===== config.mk =====
export PLATFORM = sky130hd
export DESIGN_NAME = t_toggle_pulse_gen
export DESIGN_NICKNAME = d
export VERILOG_FILES = /design/src/rtl/t_toggle_pkg.sv /design/src/rtl/bit_synchronizer.sv /design/src/rtl/t_toggle_pulse_gen.sv
export SDC_FILE = /design/constraint.sdc
export NUM_CORES = 1
export LEC_CHECK = 0
export ABC_CLOCK_PERIOD_IN_PS = 1230
export CAP_MARGIN = 5
export CORE_AREA = 5 5 42 44
export CTS_CLUSTER_DIAMETER = 200
export DETAILED_ROUTE_END_ITERATION = 8
export DIE_AREA = 0 0 47 49
export DONT_BUFFER_PORTS = 1
export GPL_TIMING_DRIVEN = 0
export PLACE_DENSITY = 0.47
export SYNTH_ARGS = -nofsm -noshare
export SYNTH_HDL_FRONTEND = slang
export SYNTH_HIERARCHICAL = 1
export SYNTH_SLANG_ARGS = --single-unit

===== constraint.sdc =====
create_clock -name clk -period 1.23 [get_ports clk]
set_input_delay 0.1845 -clock clk [delete_from_list [all_inputs] [get_ports clk]]
set_output_delay 0.1845 -clock clk [all_outputs]
set_load 0.02 [all_outputs]

===== src/rtl/t_toggle_pkg.sv =====
`default_nettype none
// ============================================================================
//  Module      : t_toggle_pkg
//  Description : Shared state encoding and default parameters for the
//                push-button toggle-pulse generator.
//  Revision    : 1.0 - initial release
// ============================================================================
package t_toggle_pkg;

    typedef enum logic [1:0] {
        IDLE_LOW  = 2'd0,
        WAIT_HIGH = 2'd1,
        IDLE_HIGH = 2'd2,
        WAIT_LOW  = 2'd3
    } state_t;

    localparam int DEF_DEBOUNCE_CYCLES = 4;
    localparam int DEF_SYNC_STAGES     = 2;

endpackage
`default_nettype wire


===== src/rtl/bit_synchronizer.sv =====
`default_nettype none
// ============================================================================
//  Module      : bit_synchronizer
//  Description : STAGES-deep flop chain bringing an asynchronous level into
//                the clk domain; clears to 0 on rst.
//  Revision    : 1.0 - initial release
// ============================================================================
module bit_synchronizer #(
    parameter int STAGES = 2
) (
    input  logic clk,
    input  logic rst,
    input  logic d,
    output logic q
);

    logic [STAGES-1:0] r_sync;

    always_ff @(posedge clk) begin
        if (rst) begin
            r_sync <= '0;
        end else begin
            r_sync <= {r_sync[STAGES-2:0], d};
        end
    end

    assign q = r_sync[STAGES-1];

endmodule
`default_nettype wire


===== src/rtl/t_toggle_pulse_gen.sv =====
`default_nettype none
// ============================================================================
//  Module      : t_toggle_pulse_gen
//  Description : Synchronises and debounces a raw button level and emits one
//                registered toggle pulse per accepted press. Defining
//                T_TOGGLE_RELEASE_PULSE_EN also pulses on accepted release.
//  Revision    : 1.0 - initial release
// ============================================================================
module t_toggle_pulse_gen
    import t_toggle_pkg::*;
#(
    parameter int DEBOUNCE_CYCLES = DEF_DEBOUNCE_CYCLES,
    parameter int SYNC_STAGES     = DEF_SYNC_STAGES,
    parameter int CNT_W           = $clog2(DEBOUNCE_CYCLES) + 1
) (
    input  logic clk,
    input  logic rst,
    input  logic btn_in,
    output logic t_pulse,
    output logic btn_level,
    output logic busy
);

    localparam logic [CNT_W-1:0] c_cnt_last = CNT_W'(DEBOUNCE_CYCLES - 1);

`ifdef T_TOGGLE_RELEASE_PULSE_EN
    localparam logic c_release_pulse = 1'b1;
`else
    localparam logic c_release_pulse = 1'b0;
`endif

    logic             w_s;
    state_t           r_state;
    logic [CNT_W-1:0] r_cnt;
    logic             r_t_pulse;
    logic             r_btn_level;
    logic             r_busy;

    bit_synchronizer #(
        .STAGES (SYNC_STAGES)
    ) u_sync (
        .clk (clk),
        .rst (rst),
        .d   (btn_in),
        .q   (w_s)
    );

    // Outputs are registered from the next state so they line up with it.
    always_ff @(posedge clk) begin
        if (rst) begin
            r_state     <= IDLE_LOW;
            r_cnt       <= '0;
            r_t_pulse   <= 1'b0;
            r_btn_level <= 1'b0;
            r_busy      <= 1'b0;
        end else begin
            r_t_pulse <= 1'b0;
            case (r_state)
                IDLE_LOW: begin
                    if (w_s) begin
                        r_state <= WAIT_HIGH;
                        r_cnt   <= CNT_W'(1);
                        r_busy  <= 1'b1;
                    end
                end
                WAIT_HIGH: begin
                    if (!w_s) begin
                        r_state <= IDLE_LOW;
                        r_cnt   <= '0;
                        r_busy  <= 1'b0;
                    end else if (r_cnt == c_cnt_last) begin
                        r_state     <= IDLE_HIGH;
                        r_cnt       <= '0;
                        r_t_pulse   <= 1'b1;
                        r_btn_level <= 1'b1;
                        r_busy      <= 1'b0;
                    end else begin
                        r_cnt <= r_cnt + CNT_W'(1);
                    end
                end
                IDLE_HIGH: begin
                    if (!w_s) begin
                        r_state <= WAIT_LOW;
                        r_cnt   <= CNT_W'(1);
                        r_busy  <= 1'b1;
                    end
                end
                WAIT_LOW: begin
                    if (w_s) begin
                        r_state <= IDLE_HIGH;
                        r_cnt   <= '0;
                        r_busy  <= 1'b0;
                    end else if (r_cnt == c_cnt_last) begin
                        r_state     <= IDLE_LOW;
                        r_cnt       <= '0;
                        r_t_pulse   <= c_release_pulse;
                        r_btn_level <= 1'b0;
                        r_busy      <= 1'b0;
                    end else begin
                        r_cnt <= r_cnt + CNT_W'(1);
                    end
                end
                default: begin
                    r_state     <= IDLE_LOW;
                    r_cnt       <= '0;
                    r_btn_level <= 1'b0;
                    r_busy      <= 1'b0;
                end
            endcase
        end
    end

    assign t_pulse   = r_t_pulse;
    assign btn_level = r_btn_level;
    assign busy      = r_busy;

endmodule
`default_nettype wire


; Word level (Yosys, flattened, before mapping)
; Cells that the tools add are included.
[op_classes]
add_sub_neg = 1
n_eq_ne = 12
mux = 25
bitwise_logic = 2
reduce_logical = 6
[ops]
columns = cell, count
row1 = two-way mux 3 bit, 5
row2 = two-way mux 2 bit, 6
row3 = one-hot mux 3 bit (4 select lines), 1
row4 = two-way mux 1 bit, 10
row5 = "!= test 2 bit, second input constant", 4
row6 = one-hot mux 2 bit (4 select lines), 1
row7 = AND reduction 5 bit, 1
row8 = "equality test 2 bit, second input constant", 2
row9 = "!= test 2 x 1 -> 1 bit, second input constant", 2
row10 = one-hot mux 1 bit (4 select lines), 1
row11 = AND reduction 4 bit, 1
row12 = "adder 3 x 1 -> 3 bit, second input constant", 1
row13 = "equality test 3 x 2 -> 1 bit, second input constant", 1
row14 = "!= test 3 x 2 -> 1 bit, second input constant", 1
row15 = "!= test 3 bit, second input constant", 1
row16 = OR reduction 3 bit, 1
row17 = "equality test 2 x 1 -> 1 bit, second input constant", 1
row18 = logical NOT 2 bit, 1
row19 = NOT 1 bit, 2
row20 = one-hot mux 1 bit (2 select lines), 1
row21 = AND reduction 2 bit, 1
row22 = nonzero test 2 bit, 1
[word_totals]
register_bits = 10

; Depth between registers and ports, before layout
; Gate-level depths: netlist of the first run.
[logic_depth]
word_depth = 4
mapped_depth = 4

; Hierarchy
; The synthesis of the first run kept the hierarchy.
[modules_own_cells]
columns = mod, n_inst, cells_per_inst, area_each_um2, seq_area_each_um2
row1 = t_toggle_pulse_gen, 1, 36, 361.6, 160.2
row2 = bit_synchronizer, 1, 4, 52.6, 40.0

; Worst setup path before layout of the first run
; Ideal clock, no wire load.
[synth_timing]
kind = reg-to-reg
startpoint = register r_cnt[0]
endpoint = register r_btn_level (netlist: btn_level)
setup_time_ns = 0.071
arrival_time_ns = 1.016
required_ns = 1.159
path_slack_ns = 0.143
stages_incl_launch_ff = 5
path_buffers = 0
period_less_slack_ns = 1.087
path_cell_list = dfxtp_1 ha_1 nand4b_1 a21o_2 a21oi_1
[synth_via]
elab_chain_len = 3
elab_cells_between_ends = 4
classes_between = eq/ne (3) / reduce/logical (1)
[synth_lines]
columns = item, line_no
row1 = start: declaration, t_toggle_pulse_gen.sv:34  ; logic [CNT_W-1:0] r_cnt;
row2 = start signal: assignment, t_toggle_pulse_gen.sv:78  ; r_cnt <= r_cnt + CNT_W'(1);
row3 = start signal: assignment, t_toggle_pulse_gen.sv:100  ; r_cnt <= r_cnt + CNT_W'(1);
row4 = equality test 3 x 2 -> 1 bit (*), "t_toggle_pulse_gen.sv:71, t_toggle_pulse_gen.sv:93"
row5 = != test 2 bit (no source line), n/a
row6 = AND reduction 5 bit (no source line) (*), n/a
row7 = end signal: assignment, t_toggle_pulse_gen.sv:75  ; r_btn_level <= 1'b1;
row8 = end signal: assignment, t_toggle_pulse_gen.sv:97  ; r_btn_level <= 1'b0;
row9 = end signal: assignment, t_toggle_pulse_gen.sv:106  ; r_btn_level <= 1'b0;
row10 = end: declaration, t_toggle_pulse_gen.sv:36  ; logic r_btn_level;
; Every way passes the cells marked *; elsewhere a longest branch is shown, timed or not.
; A chain may end at the register's enable or synchronous reset.

==> results.sh, run 1 <==
export IMPL_status="finished clean"
export IMPL_cp_max_fo=5
export IMPL_required_ns=1.36
export IMPL_grt_pass1_vias=286
export IMPL_synth_edf_count=0
export IMPL_drive_above_1_share_pct=20.5
export IMPL_ys_flop_type="dfxtp_1"
export IMPL_powerDensity_nw_per_um2=1250
export IMPL_wire_per_inst_um=12.0
export IMPL_clk_latency_ns=0.25
export IMPL_grt_busiest_layer="met2"
export IMPL_max_cap_violations=0
export IMPL_avgViaCountPerCell=5.00
export IMPL_hold_violations=0
export IMPL_fill_cells=164
export IMPL_synth_most_common_cell="dfxtp_1"
export IMPL_io_pins=6
export IMPL_rows=14
export IMPL_slowest_delay_ns=0.45
export IMPL_timing_hold_ws_ns=0.0546
export IMPL_crit_type="reg -> reg"
export IMPL_synth_seq_cells=10
export IMPL_final_util_pct=34.3
export IMPL_cts_tree="done"
export IMPL_rsz0062_at_grt="false"
export IMPL_initial_core_util_pct=29.6
export IMPL_skew_ns=0.00144
export IMPL_max_freq_mhz=874
export IMPL_synth_top_cell_area_share_pct=48.3
export IMPL_die_w_um=47
export IMPL_gr_total_overflow=0
export IMPL_cp_start_kind="flip-flop"
export IMPL_core_um2=1400
export IMPL_maxSlewHeadroom_pct=72.4
export IMPL_cts_setup_buffers=0
export IMPL_routed_wl_um=720
export IMPL_die_area_um2=2300
export IMPL_clk_pin_slew_ns=0.06
export IMPL_route_detailed_drc=0
export IMPL_met3_usage_pct=2.95
export IMPL_area_growth_pct=16.0
export IMPL_io_buffers=0
export IMPL_place_gp_congestion=0.644
export IMPL_synth_async_sr_flop_share_pct=0
export IMPL_power_total_mw=0.599
export IMPL_synth_distinct_cells=22
export IMPL_min_period_over_period_pct=93.0
export IMPL_root_buffer="clkbuf_4"
export IMPL_vias=300
export IMPL_antennaDiodeCount=0
export IMPL_synth_common_cells="dfxtp_1, a21oi_1, nor2b_1"
export IMPL_ys_seq_area_share_pct=48.3
export IMPL_dp_cells=56
export IMPL_use_met2_pct=10.4
export IMPL_gr_usage_met1_pct=7.80
export IMPL_grt_max_degree=11
export IMPL_clock_path_buffers=2
export IMPL_htreeDepth=1
export IMPL_die_y_um=49
export IMPL_tightest_slew_ns=0.415
export IMPL_clock_sinks=10
export IMPL_period_needed_ns=1.14
export IMPL_syn_num_nets=44
export IMPL_drtIter0Drc=4
export IMPL_fin_nets=50
export IMPL_syn_area_um2=414
export IMPL_syn_inst=40
export IMPL_finalSetupTns_ns=0
export IMPL_stdcell_count=60
export IMPL_crit_chain="xor2_2, mux2i_1, nor3b_2"
export IMPL_grt_pass1_wl_um=1170
export IMPL_yosysWarnings=6
export IMPL_arrival_ns=1.28
export IMPL_setup_violations=0
export IMPL_cts_buffers=3
export IMPL_min_path_type="in -> reg"
export IMPL_synth_avg_cell_area_um2=10.4
export IMPL_ant_nets=0
export IMPL_synthTopCellsByArea="dfxtp_1, nor2b_1, nand4b_1"
export IMPL_irDropWorstVdd_mv=0.569
export IMPL_leakagePower_nw=0.157
export IMPL_antenna_found_initial=0
export IMPL_end_kind="flip-flop"
export IMPL_grt_usage_pct=7.57
export IMPL_dp_hpwl_um=548
export IMPL_synth_top_area_cell="dfxtp_1"
export IMPL_cp_slowest_cell="dfxtp_1"
export IMPL_dr_pass1_iters=4
export IMPL_maxSlewViolCount=0
## cell type report
class                      count  area (um2)  area share [%]
sequential                    10         201            41.9
timing repair buffer           1        10.0            2.08
clock buffer                   3        22.5            4.69
tap                           16        20.0            4.17
buffer                         1        3.75           0.781
multi-input combinational     27         215            44.8
inverter                       2        7.51            1.56
## stage by stage
step                area [um2]  worst slack [ns]
floorplan                  414             0.143
detailed placement         434            0.0217
finish                     480            0.0860
global route               480            0.0183
CTS                        467           0.00371
global placement           434            0.0577
## metal layers
| metal | wire length (um) | up-vias | part of all wire, % |
|---|---|---|---|
| li1 | - | 151 | - |
| met1 | 294 | 137 | 41 |
| met2 | 343 | 10 | 48 |
| met3 | 66 | 2 | 9.2 |
| met4 | 15 | 0 | 2.1 |
| met5 | 0 | - | 0 |
## cells by family (layout without fill, tap and decap cells)
family	after synthesis	in the layout	share of synthesized area, %
adder cells (fa/ha/maj)	1	1	3.02
buffers and inverters	3	7	2.72
AND/OR/NAND/NOR	16	16	24.8
XOR/XNOR	2	2	6.04
AO/OA/AOI/OAI	7	7	12.7
flip-flops	10	10	48.3
multiplexers	1	1	2.42
## flip-flops by register name (all words and copies together) (netlist names), named ones only
name	cells
btn_level	1
u_sync/r_sync	2
r_cnt	3
busy	1
t_pulse	1
r_state	1
## where the power goes
part           internal (mW)  total [mW]  switching [mW]
Sequential             0.336       0.354          0.0182
Clock                  0.112       0.213           0.100
Combinational         0.0169      0.0329          0.0161
Total                  0.465       0.599           0.134
## worst max-delay path: cells and delay by family, from the launching register on
kind / cells / cell delay, ns
flip-flops: 1 / 0.45
XOR/XNOR: 1 / 0.25
AND/OR/NAND/NOR: 1 / 0.06
multiplexers: 1 / 0.26
## path summary, 6_finish.rpt
kind	from	to	slack [ns]	cells past startpoint
worst max-delay path	flip-flop	r_cnt[2]$_SDFFE_PP0P_	0.09	3
worst min-delay path	btn_in	u_sync/r_sync[0]$_SDFF_PP0_	0.05	1
worst max register to register	flip-flop	r_cnt[2]$_SDFFE_PP0P_	0.09	3
worst min register to register	u_sync/r_sync[0]$_SDFF_PP0_	u_sync/r_sync[1]$_SDFF_PP0_	0.44	1
## repair_timing
action                                  4_1_cts  5_1_grt
gates resized for setup                       0        3
endpoints found under the setup margin        0        2
hold buffers                                  1        0
endpoints found under the hold margin         2        0
## layout by cell type (no fill, tap or decap), types with 2 or more instances in the layout
cell type  synthesis  final
dfxtp_1           10      9
nor3_1             2      2
clkbuf_4           0      3
nand3b_1           2      2
nor2b_1            3      3
nor2_1             2      2
nand4b_1           2      2
inv_1              2      2
a21oi_1            3      3
(Power assumes the default switching activity.)
==> run 2: changes to the inputs <==
--- a/config.mk
+++ b/config.mk
@@ -5,7 +5,7 @@
 export SDC_FILE = /design/constraint.sdc
 export NUM_CORES = 1
 export LEC_CHECK = 0
-export ABC_CLOCK_PERIOD_IN_PS = 1230
+export ABC_CLOCK_PERIOD_IN_PS = 1100
 export CAP_MARGIN = 5
 export CORE_AREA = 5 5 42 44
 export CTS_CLUSTER_DIAMETER = 200
==> constraint.sdc (replaced) <==
create_clock -name clk -period 1.1 [get_ports clk]
set_input_delay 0.165 -clock clk [delete_from_list [all_inputs] [get_ports clk]]
set_output_delay 0.165 -clock clk [all_outputs]
set_load 0.02 [all_outputs]
==> run 2 against run 1 <==
Combinational power rose by 13%; critical path depth did not move; highest routed layer unchanged; non-clock buffer count rose by 1; sequential power rose by 11%; clock skew rose by 0.00063 ns; final area rose by 4.4%; sequential share of layout area fell by 0.53 points; power rose by 12%.
==> results.sh, run 2 (synthesis gave the netlist of run 1 again) <==
export IMPL_met3_usage_pct=2.95
export IMPL_end_kind="flip-flop"
export IMPL_largest_reg_flops=3
export IMPL_maxSlewViolCount=0
export IMPL_max_cap_violations=0
export IMPL_antennaDiodeCount=0
export IMPL_vias=313
export IMPL_ff2ff_path_depth=3
export IMPL_slowest_delay_ns=0.39
export IMPL_io_buffers=0
export IMPL_use_met2_pct=10.4
export IMPL_drive_above_1_share_pct=31.1
export IMPL_required_ns=1.23
export IMPL_antenna_found_initial=0
export IMPL_clk_pin_slew_ns=0.06
export IMPL_drtIter0Drc=4
export IMPL_crit_type="reg -> reg"
export IMPL_root_buffer="clkbuf_4"
export IMPL_gr_total_overflow=0
export IMPL_avgViaCountPerCell=5.13
export IMPL_dr_pass1_iters=4
export IMPL_cp_start_kind="flip-flop"
export IMPL_cts_buffers=3
export IMPL_design_area_um2=502
export IMPL_postPlaceCellArea_um2=434
export IMPL_ant_nets=0
export IMPL_grt_max_degree=11
export IMPL_core_um2=1400
export IMPL_hold_start="btn_in"
export IMPL_ff2ff_setup_slack_ns=0.03
export IMPL_layout_commonest_cell="dfxtp_1"
export IMPL_cp_endpoint="r_cnt[2]$_SDFFE_PP0P_"
export IMPL_wire_per_inst_um=12.5
export IMPL_grt_busiest_layer="met2"
export IMPL_tightest_slew_ns=0.408
export IMPL_htreeDepth=1
export IMPL_period_needed_ns=1.07
export IMPL_maxSlewHeadroom_pct=72.8
export IMPL_arrival_ns=1.21
export IMPL_final_cell_mix="dfxtp_1, a21oi_1, nor2b_1, dfxtp_2, clkbuf_4"
export IMPL_dp_hpwl_um=548
export IMPL_largest_register="r_cnt"
export IMPL_route_detailed_drc=0
export IMPL_routed_wl_um=760
export IMPL_io_pins=6
export IMPL_fill_cells=159
export IMPL_grt_usage_pct=7.78
export IMPL_cts_tree="done"
export IMPL_min_path_type="in -> reg"
export IMPL_irDropWorstVdd_mv=0.639
export IMPL_powerDensity_nw_per_um2=1340
export IMPL_grt_pass1_wl_um=1200
export IMPL_rows=14
export IMPL_skew_ns=0.00207
export IMPL_place_gp_congestion=0.644
export IMPL_fin_nets=51
export IMPL_leakagePower_nw=0.164
export IMPL_largestRegisters="r_cnt x3, u_sync/r_sync x2"
export IMPL_hold_violations=0
export IMPL_cp_max_fo=5
export IMPL_grt_pass1_vias=291
export IMPL_rsz0062_at_grt="true"
export IMPL_clock_path_buffers=2
export IMPL_clock_sinks=10
export IMPL_die_y_um=49
export IMPL_initial_core_util_pct=29.6
export IMPL_status="finished clean"
export IMPL_min_period_over_period_pct=97.5
export IMPL_die_area_um2=2300
export IMPL_area_growth_pct=21.1
export IMPL_clk_latency_ns=0.26
export IMPL_die_w_um=47
export IMPL_gr_usage_met1_pct=8.46
export IMPL_setup_ws_ns=0.0273
export IMPL_rr_endpoint="r_cnt[2]$_SDFFE_PP0P_"
export IMPL_dp_slack_ns=-0.108
export IMPL_setup_violations=0
export IMPL_crit_chain="xor2_2, mux2i_1, nor3b_2"
export IMPL_cp_slowest_cell="dfxtp_2"
export IMPL_max_freq_mhz=932
==> run 2: cell types whose count changed in the layout (fill, tap and decap cells not counted) <==
cell,before,now
dfxtp_1,9,6
nand2b_1,1,0
nand2b_4,0,1
dfxtp_4,0,1
dfxtp_2,1,3
buf_4,0,1
==> run 2: critical path, delay by kind of cell (launching register included) <==
family	cells	cell delay [ns]
xor gates and xnor gates	1	0.24
and+or+nand+nor	1	0.06
muxes	1	0.26
DFF	1	0.39
==> run 2: worst min-delay path by stage <==
stage	slack, ns	cells past startpoint	endpoint
final	0.03	1	u_sync/r_sync[0]$_SDFF_PP0_
after global routing	0.04	1	u_sync/r_sync[0]$_SDFF_PP0_
after CTS	0.03	1	u_sync/r_sync[0]$_SDFF_PP0_
after detailed placement	0.24	1	u_sync/r_sync[0]$_SDFF_PP0_
after global placement	0.24	1	u_sync/r_sync[0]$_SDFF_PP0_
after floorplan	0.24	1	u_sync/r_sync[0]$_SDFF_PP0_
==> run 2: layer usage <==
layer | wire (um) | part of all wire (%)
met1 | 279 | 37
met2 | 401 | 53
met3 | 63 | 8.3
met4 | 15 | 2.0
met5 | 0 | 0
==> run 2: per-stage QoR <==
stage / hold slack (ns) / instances / power (mW) / util [%] / setup TNS (ns)
2_1_floorplan: 0.237 / 40 / 0.428 / - / 0
3_3_place_gp: 0.239 / 56 / 0.435 / 31.0 / -0.114
3_5_place_dp: 0.239 / 56 / 0.437 / 31.0 / -0.196
4_1_cts: 0.0279 / 61 / 0.683 / 35.0 / 0
5_1_grt: 0.0396 / 61 / 0.700 / 35.8 / -0.0734
6_report: 0.0344 / 61 / 0.672 / 35.8 / 0
==> run 2: timing repair <==
action	4_1_cts	5_1_grt
setup buffers	1	0
hold endpoints to repair	2	0
hold buffers	1	0
pin swaps	0	3
gates resized for setup	5	3
setup endpoints to repair	5	5
==> run 2: power breakdown <==
part	total [mW]	switching, mW	leakage (nW)	internal (mW)
Sequential	0.394	0.0204	0.0836	0.374
Combinational	0.0373	0.0179	0.0662	0.0193
Clock	0.240	0.114	0.0138	0.126
Total	0.672	0.153	0.164	0.519
==> run 2: cell type report <==
| cell class | count | area [um2] | share of cell area (%) |
|---|---|---|---|
| inverter | 2 | 7.51 | 1.50 |
| timing repair buffer | 2 | 17.5 | 3.49 |
| tap | 16 | 20.0 | 3.99 |
| buffer | 1 | 3.75 | 0.748 |
| sequential | 10 | 208 | 41.4 |
| multi-input combinational | 27 | 223 | 44.4 |
| clock buffer | 3 | 22.5 | 4.49 |
==> run 3: changes to the inputs <==
--- a/config.mk
+++ b/config.mk
@@ -14,6 +14,8 @@
 export DONT_BUFFER_PORTS = 1
 export GPL_TIMING_DRIVEN = 0
 export PLACE_DENSITY = 0.47
+export RECOVER_POWER = 25
+export SETUP_SLACK_MARGIN = 0.02
 export SYNTH_ARGS = -nofsm -noshare
 export SYNTH_HDL_FRONTEND = slang
 export SYNTH_HIERARCHICAL = 1
==> run 3 against run 2 <==
Critical path depth increased by 1; sequential power about the same; die area unchanged; worst hold slack improved by 0.00086 ns; final cell count increased by 3.3%; wire length increased by 4.3%; combinational power increased by 18%; utilization increased by 2.5 points; highest routed layer unchanged; clock power decreased by 2%; final area increased by 7.0%; global-route usage increased by 0.14 points; non-clock buffer count increased by 2; largest cell class unchanged.
==> results.sh, run 3 (synthesis gave the netlist of run 1 again) <==
export IMPL_irDropWorstVdd_mv=0.569
export IMPL_required_ns=1.23
export IMPL_register_area_um2=213
export IMPL_drive_above_1_share_pct=36.2
export IMPL_grt_pass1_vias=310
export IMPL_rows=14
export IMPL_crit_type="reg -> reg"
export IMPL_finalSetupTns_ns=0
export IMPL_ff2ff_path_depth=4
export IMPL_largest_reg_flops=3
export IMPL_avgViaCountPerCell=5.13
export IMPL_cp_slowest_cell="dfxtp_4"
export IMPL_core_um2=1400
export IMPL_tightest_slew_ns=0.464
export IMPL_setup_violations=0
export IMPL_hold_violations=0
export IMPL_antenna_found_initial=0
export IMPL_clock_sinks=10
export IMPL_skew_ns=0.00111
export IMPL_die_area_um2=2300
export IMPL_ff2ff_setup_slack_ns=0.02
export IMPL_antennaDiodeCount=0
export IMPL_route_detailed_drc=0
export IMPL_routed_wl_um=793
export IMPL_vias=323
export IMPL_period_needed_ns=1.08
export IMPL_hold_path_depth=1
export IMPL_clk_pin_slew_ns=0.06
export IMPL_final_cell_mix="dfxtp_1, nor2b_1, dfxtp_4, clkbuf_4, buf_4"
export IMPL_grt_max_degree=11
export IMPL_leakagePower_nw=0.177
export IMPL_max_freq_mhz=922
export IMPL_dr_pass1_iters=4
export IMPL_rr_startpoint="r_cnt[0]$_SDFFE_PP0P_"
export IMPL_min_path_type="in -> reg"
export IMPL_final_util_pct=38.3
export IMPL_rsz0062_at_grt="true"
export IMPL_root_buffer="clkbuf_4"
export IMPL_io_buffers=0
export IMPL_fin_nets=53
export IMPL_wire_per_inst_um=12.6
export IMPL_hold_start="btn_in"
export IMPL_multiInputGateArea_um2=238
export IMPL_crit_chain="ha_4, nand3b_1, o21ai_0, a21oi_2"
export IMPL_initial_core_util_pct=29.6
export IMPL_die_y_um=49
export IMPL_htreeDepth=1
export IMPL_maxSlewHeadroom_pct=69.1
export IMPL_grt_pass1_wl_um=1260
export IMPL_die_w_um=47
export IMPL_io_pins=6
export IMPL_layout_commonest_cell="dfxtp_1"
export IMPL_largest_register="r_cnt"
export IMPL_slowest_delay_ns=0.36
export IMPL_holdPathEnd="u_sync/r_sync[0]$_SDFF_PP0_"
export IMPL_rr_endpoint="btn_level$_SDFFE_PP0P_"
export IMPL_status="finished clean"
export IMPL_grt_usage_pct=7.92
export IMPL_powerDensity_nw_per_um2=1250
export IMPL_clk_latency_ns=0.25
export IMPL_area_growth_pct=29.6
export IMPL_end_kind="flip-flop"
export IMPL_fill_cells=150
export IMPL_place_gp_congestion=0.649
export IMPL_arrival_ns=1.21
export IMPL_cts_tree="done"
export IMPL_cp_start_kind="flip-flop"
export IMPL_maxSlewViolCount=0
export IMPL_dp_hpwl_um=527
export IMPL_cp_max_fo=4
export IMPL_max_cap_violations=0
export IMPL_ant_nets=0
export IMPL_min_period_over_period_pct=98.6
export IMPL_gr_total_overflow=0
export IMPL_drtIter0Drc=6
export IMPL_largestRegisters="r_cnt x3, u_sync/r_sync x2"
export IMPL_cts_buffers=3
export IMPL_clock_path_buffers=2
==> run 3: cell types whose count changed in the layout (fill, tap and decap cells not counted), sizes merged <==
cell and delta:
buf +2
==> run 3: critical path: cells and delay by family, from the launching register on <==
| family | cells | cell delay [ns] |
|---|---|---|
| AO/OA/AOI/OAI | 2 | 0.31 |
| adder cells (fa/ha/maj) | 1 | 0.17 |
| flip-flops | 1 | 0.36 |
| AND/OR/NAND/NOR | 1 | 0.11 |
==> run 3: cell type report <==
| class | instances | share of cell area [%] |
|---|---|---|
| Buffer | 1 | 0.699 |
| Inverter | 2 | 1.40 |
| Clock buffer | 3 | 4.20 |
| Sequential cell | 10 | 39.6 |
| Multi-Input combinational cell | 27 | 44.3 |
| Timing Repair Buffer | 4 | 6.06 |
| Tap cell | 16 | 3.73 |
==> run 3: timing repair <==
item | CTS | global route
hold endpoints to repair | 2 | 0
pin swaps | 1 | 5
setup endpoints to repair | 3 | 5
hold buffers | 1 | 0
setup buffers | 1 | 2
gates resized for setup | 4 | 6
==> run 3: worst max path at each step <==
| stage | startpoint | end | slack [ns] | depth (start not counted) |
|---|---|---|---|---|
| 3_3_place_gp | flip-flop | r_cnt[2]$_SDFFE_PP0P_ | -0.02 | 3 |
| 2_1_floorplan | r_cnt[0]$_SDFFE_PP0P_ | btn_level$_SDFFE_PP0P_ | 0.05 | 4 |
| 6_report | r_cnt[0]$_SDFFE_PP0P_ | btn_level$_SDFFE_PP0P_ | 0.02 | 4 |
| 4_1_cts | flip-flop | r_cnt[2]$_SDFFE_PP0P_ | 0.03 | 3 |
| 5_1_grt | r_cnt[0]$_SDFFE_PP0P_ | btn_level$_SDFFE_PP0P_ | -0.04 | 4 |
| 3_5_place_dp | r_cnt[0]$_SDFFE_PP0P_ | btn_level$_SDFFE_PP0P_ | -0.03 | 4 |
==> run 3: metrics by stage <==
stage / setup WS (ns) / instances / instance area [um2] / total power, mW / hold WS, ns
5_1_grt: -0.0365 / 63 / 537 / 0.699 / 0.0398
3_3_place_gp: -0.0248 / 56 / 438 / 0.435 / 0.239
4_1_cts: 0.0337 / 61 / 492 / 0.682 / 0.0255
3_5_place_dp: -0.0334 / 56 / 438 / 0.437 / 0.239
6_report: 0.0152 / 63 / 537 / 0.670 / 0.0352
2_1_floorplan: 0.0506 / 40 / 418 / 0.429 / 0.237
==> run 3: power by group <==
part / total, mW / switching, mW / internal (mW)
Combinational: 0.0442 / 0.0210 / 0.0232
Clock: 0.235 / 0.109 / 0.126
Sequential: 0.391 / 0.0206 / 0.370
Total: 0.670 / 0.151 / 0.519
==> run 3: per-layer routing <==
layer	global-route usage (%)	part of all wire [%]	wire length, um
met5	0	0	0
met4	8.29	2.3	18
met3	2.58	7.2	57
met2	10.4	50	393
met1	9.11	41	324
